==> config.mk <==
export PLATFORM = sky130hd
export DESIGN_NAME = run_stream_gen
export DESIGN_NICKNAME = d
export VERILOG_FILES = /design/src/rtl/run_gen_pkg.sv /design/src/rtl/run_streak_mon.sv /design/src/rtl/run_stream_gen.sv
export SDC_FILE = /design/constraint.sdc
export NUM_CORES = 1
export LEC_CHECK = 0
export ABC_AREA = 1
export BUFFER_PORTS_ARGS = -buffer_cell sky130_fd_sc_hd__buf_2
export CORE_UTILIZATION = 31
export CTS_CLUSTER_SIZE = 25
export DETAILED_ROUTE_END_ITERATION = 7
export GPL_ROUTABILITY_DRIVEN = 0
export SLEW_MARGIN = 0
export SYNTH_ARGS = -nofsm -noshare
export SYNTH_HDL_FRONTEND = slang
export SYNTH_HIERARCHICAL = 1
export SYNTH_SLANG_ARGS = --single-unit
==> constraint.sdc <==
create_clock -name clk -period 1.9 [get_ports clk]
set_input_delay 0.095 -clock clk [delete_from_list [all_inputs] [get_ports clk]]
set_output_delay 0.095 -clock clk [all_outputs]
set_load 0.05 [all_outputs]
==> src/rtl/run_gen_pkg.sv <==
// Shared types and defaults for the serial run generator.
// Build with +define+RUN_MARK_EN to enable the streak/mark monitor.
package run_gen_pkg;

  localparam int LEN_W_DEF      = 4;
  localparam int RUN_THRESH_DEF = 4;

  typedef enum logic {
    IDLE = 1'b0,
    EMIT = 1'b1
  } state_e;

  typedef struct packed {
    logic                 level;
    logic [LEN_W_DEF-1:0] len;
  } run_desc_t;

endpackage

==> src/rtl/run_streak_mon.sv <==
// Streak counter over the emitted bit stream; raises mark once a
// streak of equal valid bits reaches RUN_THRESH (RUN_MARK_EN builds).
import run_gen_pkg::*;

module run_streak_mon #(
  parameter int RUN_THRESH = RUN_THRESH_DEF
) (
  input  logic clk,
  input  logic reset,
  input  logic bit_i,
  input  logic valid_i,
  output logic mark_o
);

  localparam int SW = $clog2(RUN_THRESH + 1);

  logic [SW-1:0] streak_q;
  logic [SW-1:0] streak_d;
  logic          last_q;
  logic          mark_q;

  // Next streak for the bit about to appear on the line.
  always_comb begin
    streak_d = SW'(1);
    if (streak_q != '0 && bit_i == last_q) begin
      if (streak_q >= SW'(RUN_THRESH))
        streak_d = streak_q;
      else
        streak_d = streak_q + SW'(1);
    end
  end

  // Idle cycles hold the streak; mark is registered alongside out.
  always_ff @(posedge clk) begin
    if (!reset) begin
      streak_q <= '0;
      last_q   <= 1'b0;
      mark_q   <= 1'b0;
    end else if (valid_i) begin
      streak_q <= streak_d;
      last_q   <= bit_i;
      mark_q   <= streak_d >= SW'(RUN_THRESH);
    end else begin
      mark_q   <= 1'b0;
    end
  end

  assign mark_o = mark_q;

endmodule

==> src/rtl/run_stream_gen.sv <==
// Serial run generator: {level,len} descriptors in, one bit per clock out.
// Optional streak marking is enabled with the RUN_MARK_EN macro.
import run_gen_pkg::*;

module run_stream_gen #(
  parameter int LEN_W      = LEN_W_DEF,
  parameter int RUN_THRESH = RUN_THRESH_DEF
) (
  input  logic             clk,
  input  logic             reset,
  input  logic             run_valid,
  output logic             run_ready,
  input  logic             run_level,
  input  logic [LEN_W-1:0] run_len,
  output logic             out,
  output logic             out_valid,
  output logic             busy,
  output logic             run_done,
  output logic             mark
);

  state_e           state_q;
  logic [LEN_W-1:0] count_q;
  logic             out_q;
  logic             vld_q;
  logic             busy_q;
  logic             done_q;

  logic last;
  logic accept;
  logic load;
  logic emit_d;
  logic level_d;

  assign last      = (state_q == EMIT) && (count_q == LEN_W'(1));
  assign run_ready = (state_q == IDLE) || last;
  assign accept    = run_valid && run_ready;
  assign load      = accept && (run_len != '0);
  assign emit_d    = load || ((state_q == EMIT) && !last);
  assign level_d   = load ? run_level : out_q;

  // Run FSM; out keeps the last level so the line idles there.
  always_ff @(posedge clk) begin
    if (!reset) begin
      state_q <= IDLE;
      count_q <= '0;
      out_q   <= 1'b0;
      vld_q   <= 1'b0;
      busy_q  <= 1'b0;
      done_q  <= 1'b0;
    end else begin
      state_q <= emit_d ? EMIT : IDLE;
      out_q   <= level_d;
      vld_q   <= emit_d;
      busy_q  <= emit_d;
      done_q  <= last || (accept && run_len == '0);
      if (load)
        count_q <= run_len;
      else if (state_q == EMIT)
        count_q <= count_q - LEN_W'(1);
    end
  end

  assign out       = out_q;
  assign out_valid = vld_q;
  assign busy      = busy_q;
  assign run_done  = done_q;

`ifdef RUN_MARK_EN
  run_streak_mon #(
    .RUN_THRESH(RUN_THRESH)
  ) u_streak (
    .clk    (clk),
    .reset  (reset),
    .bit_i  (level_d),
    .valid_i(emit_d),
    .mark_o (mark)
  );
`else
  // Threshold has no effect without the streak monitor.
  assign mark = (RUN_THRESH < 0);
`endif

endmodule

== Word-level counts from Yosys, hierarchy flattened ==
Index checks and enable logic that the tools add are counted.

* Flip-flop bits (word level): 8
* Bits of input ports: 8
* Output and inout bits: 6
* Logic and storage cells: 23

* Add/subtract/negate cells: 1
* Equal/unequal tests: 1
* Muxes and demuxes: 3
* Bitwise gates (word level): 1
* Reductions and logical operators: 12

{| class="wikitable"
|+ Operators by type and width
! cell !! count
|-
| $mux W4 || 2
|-
| $logic_and A1 B1 Y1 || 5
|-
| $eq A4 B1 Y1 const B || 1
|-
| $logic_not A4 Y1 || 1
|-
| $reduce_bool A4 Y1 || 1
|-
| $sub A4 B1 Y4 const B || 1
|-
| $logic_or A1 B1 Y1 || 3
|-
| $reduce_bool A2 Y1 || 1
|-
| $logic_not A1 Y1 || 1
|-
| $mux W1 || 1
|-
| $not A1 Y1 || 1
|}

== Logic depth before layout (Yosys ltp) ==
Gate-level depths: netlist of run 1.

* Word-level depth: 7
* Depth in mapped cells: 10
* Gate-level depth less buffers: 10

== Worst setup path before layout of run 1 ==
OpenSTA, ideal clock, no wires.

* Kind: register to register
* Start point: reg state_q
* End point: reg state_q
* Arrival time: 1.399 ns
* Required time: 1.785 ns
* Setup slack: 0.386 ns
* Cell stages (with the launch flop): 6
* Clock period less this slack: 1.514 ns
* Path through: dfxtp_1 -> nand2_4 -> nand3_4 -> clkinv_2 -> o21ai_0 -> inv_1

* Word-level cells in the longest chain between the ends: 6

{| class="wikitable"
|+ Ends and longest elaborated chain
! element !! line !! source
|-
| from (decl) || run_stream_gen.sv:22 || <nowiki>state_e state_q;</nowiki>
|-
| from (signal assigned) || run_stream_gen.sv:52 || <nowiki>state_q <= emit_d ? EMIT : IDLE;</nowiki>
|-
| $logic_and A1 B1 Y1 or $not A1 Y1 (tied branches) || run_stream_gen.sv:35, run_stream_gen.sv:36 ||
|-
| $logic_or A1 B1 Y1 * || run_stream_gen.sv:36 || <nowiki>assign run_ready = (state_q == IDLE) || last;</nowiki>
|-
| via run_ready || run_stream_gen.sv:12 || <nowiki>output logic run_ready,</nowiki>
|-
| $logic_and A1 B1 Y1 * || run_stream_gen.sv:37 || <nowiki>assign accept = run_valid && run_ready;</nowiki>
|-
| $logic_and A1 B1 Y1 * || run_stream_gen.sv:38 || <nowiki>assign load = accept && (run_len != '0);</nowiki>
|-
| $logic_or A1 B1 Y1 * || run_stream_gen.sv:39 || <nowiki>assign emit_d = load || ((state_q == EMIT) && !last);</nowiki>
|-
| $mux W1 * || run_stream_gen.sv:52 ||
|}

Mark *: on every way through the listed nets, which the timed path passes. The rest lies on a longest branch.
A chain may end at the register's enable or synchronous reset.

== Worst setup path in the final report of run 1 ==
* Start point: reg count_q[1]
* End point: out run_ready

* Word-level cells in the longest chain between the ends: 3

{| class="wikitable"
|+ Ends and longest elaborated chain
! element !! line !! source
|-
| from (decl) || run_stream_gen.sv:23 || <nowiki>logic [LEN_W-1:0] count_q;</nowiki>
|-
| from (signal assigned) || run_stream_gen.sv:58 || <nowiki>count_q <= run_len;</nowiki>
|-
| from (signal assigned) || run_stream_gen.sv:60 || <nowiki>count_q <= count_q - LEN_W'(1);</nowiki>
|-
| $eq A4 B1 Y1 || run_stream_gen.sv:35 || <nowiki>assign last = (state_q == EMIT) && (count_q == LEN_W'(1));</nowiki>
|-
| $logic_and A1 B1 Y1 || run_stream_gen.sv:35 ||
|-
| $logic_or A1 B1 Y1 || run_stream_gen.sv:36 ||
|-
| to (decl) || run_stream_gen.sv:12 ||
|}

Every way passes these cells.

==> results_dict.tcl, run 1 <==
set metrics [dict create \
    cap_violations 0 \
    initialDrtViolationCount 0 \
    final-max-slew-violation-count 0 \
    synth.net_count 75 \
    drive_above_1_share_pct 25.3 \
    initial_antenna_violation_count 0 \
    drt_drc_violations_left 0 \
    areaGrowthSynthToFinish_pct 20.7 \
    fillerInstances 158 \
    routed-via-count 422 \
    crit_cells 5 \
    critical_path.endpoint "run_ready" \
    grt_most_used_layer "met2" \
    synth_async_sr_flop_share_pct 0 \
    clock_insertion_delay_worst_skew_ps 250 \
    run_status "complete, no violations" \
    yosysSeqAreaShare_pct 32.2 \
    worst_r2r_path_depth 8 \
    preCtsSetupSlack_ps 621 \
    netlist_top_cells_area "dfxtp_1 (32%), nand2_1 (15%), inv_1 (8.6%), nor2_1 (6.0%), ha_1 (5.7%)" \
    syn_inst 65 \
    tritoncts "built" \
    synthesis.area_um2 435 \
    synth_top_area_cell "dfxtp_1" \
    synth.ff_latch_count 7 \
    setup_total_negative_slack_ps 0 \
    syn-mean-instance-area_um2 6.70 \
    dieArea_mm2 0.00156 \
    setup_repair_after_global_routing_missed_its_margin "no" \
    timing.hold.worst.class "in2reg" \
    globalRouteMet2Util_pct 23.4 \
    tritoncts.num_buffers 3 \
    ff2ff_setup_slack_ps 620 \
    drt.antenna.violating_nets 0 \
    power_density_mw_per_mm2 903 \
    placement_rows 13 \
    numPortBuffers 12 \
    count_of_tritonroute_iterations_in_the_first_routing_pass 1 \
    holdCritStartpoint "run_level" \
    multi_input_area_um2 238 \
    path_class "reg2out" \
    grt_use_met1_pct 18.2 \
    cts-resized-gates 0 \
    timing.fmax_ghz 0.745 \
    worst_setup_path_end_kind "output pin" \
    grt_util_all_layers_pct 15.4 \
    report.final.hold_viol_count 0 \
    clock_pin_slew_of_the_registers_on_the_worst_case_setup_and_hold_paths_ps 50 \
    synthTopCellsByCount "nand2_1 (17), inv_1 (10), dfxtp_1 (7), nor2_1 (7), nand3_1 (4)" \
    clkSinkCount 7 \
    io-pin-count 14 \
    route.detailed.vias_per_inst 4.49 \
    grt_start_max_net_pins 11 \
    grt_first_pass_wirelength_um 1500 \
    drt-wirelength-per-cell_um 9.11 \
    layout.area.seq_um2 140 \
    groute.layer.met3.usage_pct 1.70 \
    number_of_global_route_vias_before_repair 390 \
    nets 90 \
    synth_edf_count 0 \
    p_leak_nw 0.289 \
    clock_tree.htree_level_count 1 \
    finClkSkew_ps 1.14 \
    worstReg2RegStart "count_q[1]" \
    slowest_delay_ps 360 \
    netlist.area_leader.share_pct 32.2 \
    final.min_clock_period_ps 1340 \
    post_cts_hold_buffer_count 0 \
    synthDistinctLibCells 19 \
    worstPathCellList "inv_1, ha_1, nand2_2, nand2_4, buf_2" \
    global_route.overflow_total 0 \
    synthFlopType "dfxtp_1" \
    cts_root_buffer "clkbuf_4" \
    chipHeight_um 39.5 \
    worst-path-max-fanout 4 \
    cp_num_buf_inv 2 \
    cp_top_delay_family "flip-flops" \
    setup_viol_count_final 0 \
    peak_vdd_ir_uv 416 \
    critical_path.slowest_cell "dfxtp_1" \
    worst_setup_path_startpoint "count_q[1]" \
    period_share_pct 70.6 \
    core-area_mm2 0.00130 \
    worst_ep_arrival_time_ps 1250 \
    clock_path_buffers 2 \
    post-cts-setup-buffers 0 \
    cp-start-kind "register" \
    critPathRequiredTime_ps 1800 \
    timing.rr.end "state_q" \
    post-synth-top-count-cell "nand2_1" \
    antenna_cells_inserted 0 \
    initial_utilization_pct 33.5 \
    yosysWarnings 6 \
    placed_wire_length_estimate_after_detailed_placement_um 692 \
    die-width_um 39.5 \
    postRouteWirelength_um 856 \
    finalWorstSetupSlack_ps 558 \
]
-- routing by layer --
metal / wire length [um] / vias to the layer above
li1: - / 227
met1: 421 / 176
met2: 346 / 14
met3: 53 / 5
met4: 34 / 0
met5: 0 / -
-- flip-flops by register name, summed over array words and instances, names as in the netlist --
name,cells
out,1
run_done,1
count_q,4
state_q,1
-- stage by stage --
step           hold slack, ps  std cells  total power [W]  instance area [um2]  utilization, %
2_1_floorplan             193         65         0.000308                  435               -
3_3_place_gp              352         90         0.000340                  499            38.4
3_5_place_dp              355         90         0.000341                  499            38.4
4_1_cts                  88.5         94         0.000480                  526            40.4
5_1_grt                   107         94         0.000503                  526            40.4
6_report                 97.5         94         0.000474                  526            40.4
-- final cells by class --
cell class / count / share of cell area (%)
multi-input cells: 45 / 45.2
flip-flops and latches: 7 / 26.7
repair buffers: 12 / 11.4
inverters: 11 / 8.10
clock buffers: 4 / 5.00
well taps: 15 / 3.57
-- kinds of logic (layout without fill, tap and decap cells) --
group | after synthesis | in the layout | share of synthesized area [%]
compound gates | 8 | 8 | 9.77
flops | 7 | 7 | 32.2
simple gates | 33 | 33 | 36.2
xor+xnor | 1 | 1 | 2.01
other cells | 1 | 1 | 0.861
fa+ha+maj | 2 | 2 | 5.75
buf+inv | 13 | 27 | 13.2
-- worst min-delay path by stage --
stage | cells past startpoint | to | slack, ps
3_5_place_dp | 3 | count_q[3] | 350
3_3_place_gp | 3 | count_q[3] | 350
5_1_grt | 3 | out | 110
4_1_cts | 3 | count_q[3] | 90
2_1_floorplan | 2 | count_q[3] | 190
6_report | 3 | out | 100
-- cells in the final DEF (no fill, tap or decap), drive strengths merged --
master,netlist,routed
inv,10,10
nand4,1,1
conb,1,1
a21oi,2,2
o21ai,5,5
xor2,1,1
buf,2,12
nand2,19,19
dfxtp,7,7
nor2,8,8
ha,2,2
clkbuf,0,4
a211oi,1,1
nand3,5,5
clkinv,1,1
-- worst reg2reg max path, delay by kind of cell, from the launching register on --
family,cells,cell delay [ps]
AOI/OAI and AO/OA,1,150
adders and majority gates,1,190
buffers and inverters,3,210
DFF,1,360
and+or+nand+nor,3,280
-- power breakdown --
group          leakage [nW]  internal (W)  switching [W]
logic                 0.216     0.0000495       0.000107
registers            0.0579      0.000163      0.0000167
clock network        0.0150     0.0000803      0.0000573
total                 0.289      0.000293       0.000181
(Power assumes the default switching activity.)
==> inputs of run 2 (changes only) <==
==> constraint.sdc (replaced) <==
create_clock -name clk -period 1.3 [get_ports clk]
set_input_delay 0.065 -clock clk [delete_from_list [all_inputs] [get_ports clk]]
set_output_delay 0.065 -clock clk [all_outputs]
set_load 0.05 [all_outputs]
==> run 2 against run 1 <==
Non-clock buffer count rose by 2; critical path depth is the same; via count shrank 1.4%; clock power grew 42%; largest cell class unchanged; sequential cell count is the same; combinational power is 55% higher.
==> results_dict.tcl, run 2 (synthesis results as in run 1) <==
set metrics [dict create \
    number_of_global_route_vias_before_repair 373 \
    power_density_mw_per_mm2 1280 \
    finalCoreUtilization_pct 42.1 \
    largest_register "count_q" \
    worstPathCellList "inv_1, ha_1, nand2_2, nand2_4, clkbuf_4" \
    count_of_tritonroute_iterations_in_the_first_routing_pass 4 \
    timing.fmax_ghz 0.807 \
    layout.area.seq_um2 141 \
    cap_violations 0 \
    critical_path.slowest_cell "dfxtp_1" \
    timing.hold.worst.class "in2reg" \
    clock_pin_slew_of_the_registers_on_the_worst_case_setup_and_hold_paths_ps 60 \
    drt-wirelength-per-cell_um 8.11 \
    cp-start-kind "register" \
    worst_ep_arrival_time_ps 1170 \
    cp_top_delay_family "flip-flops" \
    worst-path-max-fanout 4 \
    chipHeight_um 39.5 \
    final-max-slew-violation-count 0 \
    clkSinkCount 7 \
    overall_power_after_layout_w 0.000700 \
    drt.antenna.violating_nets 0 \
    route.detailed.vias_per_inst 4.33 \
    timing.hold.ws_ps 62.2 \
    critPathRequiredTime_ps 1240 \
    io-pin-count 14 \
    postRouteWirelength_um 779 \
    fillerInstances 163 \
    final_cell_count_no_fill 96 \
    path_class "reg2out" \
    clock_tree.htree_level_count 1 \
    numPortBuffers 12 \
    areaGrowthSynthToFinish_pct 25.9 \
    highest_count_cells_in_the_layout_ignoring_fill_and_taps "nand2_1 (16), buf_2 (11), inv_1 (10), nor2_1 (7), dfxtp_1 (6)" \
    final.min_clock_period_ps 1240 \
    multi_input_area_um2 240 \
    run_status "complete, no violations" \
    clock_path_buffers 2 \
    nets 92 \
    layout.cells.most_common "nand2_1" \
    clock_insertion_delay_worst_skew_ps 250 \
    die-width_um 39.5 \
    dieArea_mm2 0.00156 \
    drt_drc_violations_left 0 \
    core-area_mm2 0.00130 \
    worst_setup_path_end_kind "output pin" \
    cp_num_buf_inv 2 \
    setup_repair_after_global_routing_missed_its_margin "yes" \
    placement_rows 13 \
    initial_utilization_pct 33.5 \
    initialDrtViolationCount 2 \
    report.final.hold_viol_count 0 \
    routed-via-count 416 \
    dpl_cell_area_um2 508 \
    finClkSkew_ps 4.61 \
    initial_antenna_violation_count 0 \
    tritoncts "built" \
    p_leak_nw 0.301 \
    cts_root_buffer "clkbuf_4" \
    number_of_flip_flops_under_the_largest_register_name 4 \
    drive_above_1_share_pct 29.6 \
    grt_start_max_net_pins 11 \
    placed_wire_length_estimate_after_detailed_placement_um 659 \
    slowest_delay_ps 320 \
    grt_first_pass_wirelength_um 1350 \
    peak_vdd_ir_uv 497 \
    finish.instance_area_um2 548 \
    tritoncts.num_buffers 3 \
    global_route.overflow_total 0 \
    setup_viol_count_final 0 \
    period_share_pct 95.3 \
    antenna_cells_inserted 0 \
    placed_cells_incl_taps 91 \
    grt_util_all_layers_pct 13.2 \
]
-- run 2: area by class of cell --
type,count,area share (%)
clock buffers,4,4.79
inverters,11,7.99
multi-input cells,45,43.8
flip-flops and latches,7,25.8
well taps,15,3.42
repair buffers,14,14.2
-- run 2: path summary, 6_finish.rpt --
kind / cells after the start / endpoint / startpoint / slack (ps)
worst max-delay path: 5 / run_ready / count_q[1] / 60
worst min-delay path: 3 / count_q[3] / reset / 60
worst min register to register: 2 / out / out / 460
worst max register to register: 8 / out / count_q[1] / 90
-- run 2: per-layer routing --
metal	GRT usage (%)	routed length [um]
met3	1.70	31
met1	13.7	378
met2	23.4	347
met4	10.3	21
met5	0	0
-- run 2: worst min-delay path, stage by stage --
cell and delay (ps):
buf_2 120, nand2_1 60, inv_1 40
-- run 2: report_power, final --
group	leakage, nW	switching (W)	internal (W)	total (W)
Sequential	0.0582	0.0000211	0.000240	0.000261
Combinational	0.228	0.000160	0.0000836	0.000243
Clock	0.0150	0.0000789	0.000117	0.000196
-- run 2: timing repair --
action                     in CTS  in global routing
setup buffers                   0                  1
resized for setup               0                  3
hold endpoints to repair        0                  0
hold buffers                    0                  0
setup endpoints to repair       0                  4
-- run 2: per-stage QoR --
stage          worst slack (ps)  setup TNS, ps
2_1_floorplan              22.1              0
3_3_place_gp               68.9              0
3_5_place_dp               69.3              0
4_1_cts                    28.9              0
5_1_grt                   -14.8          -43.8
6_report                   61.2              0
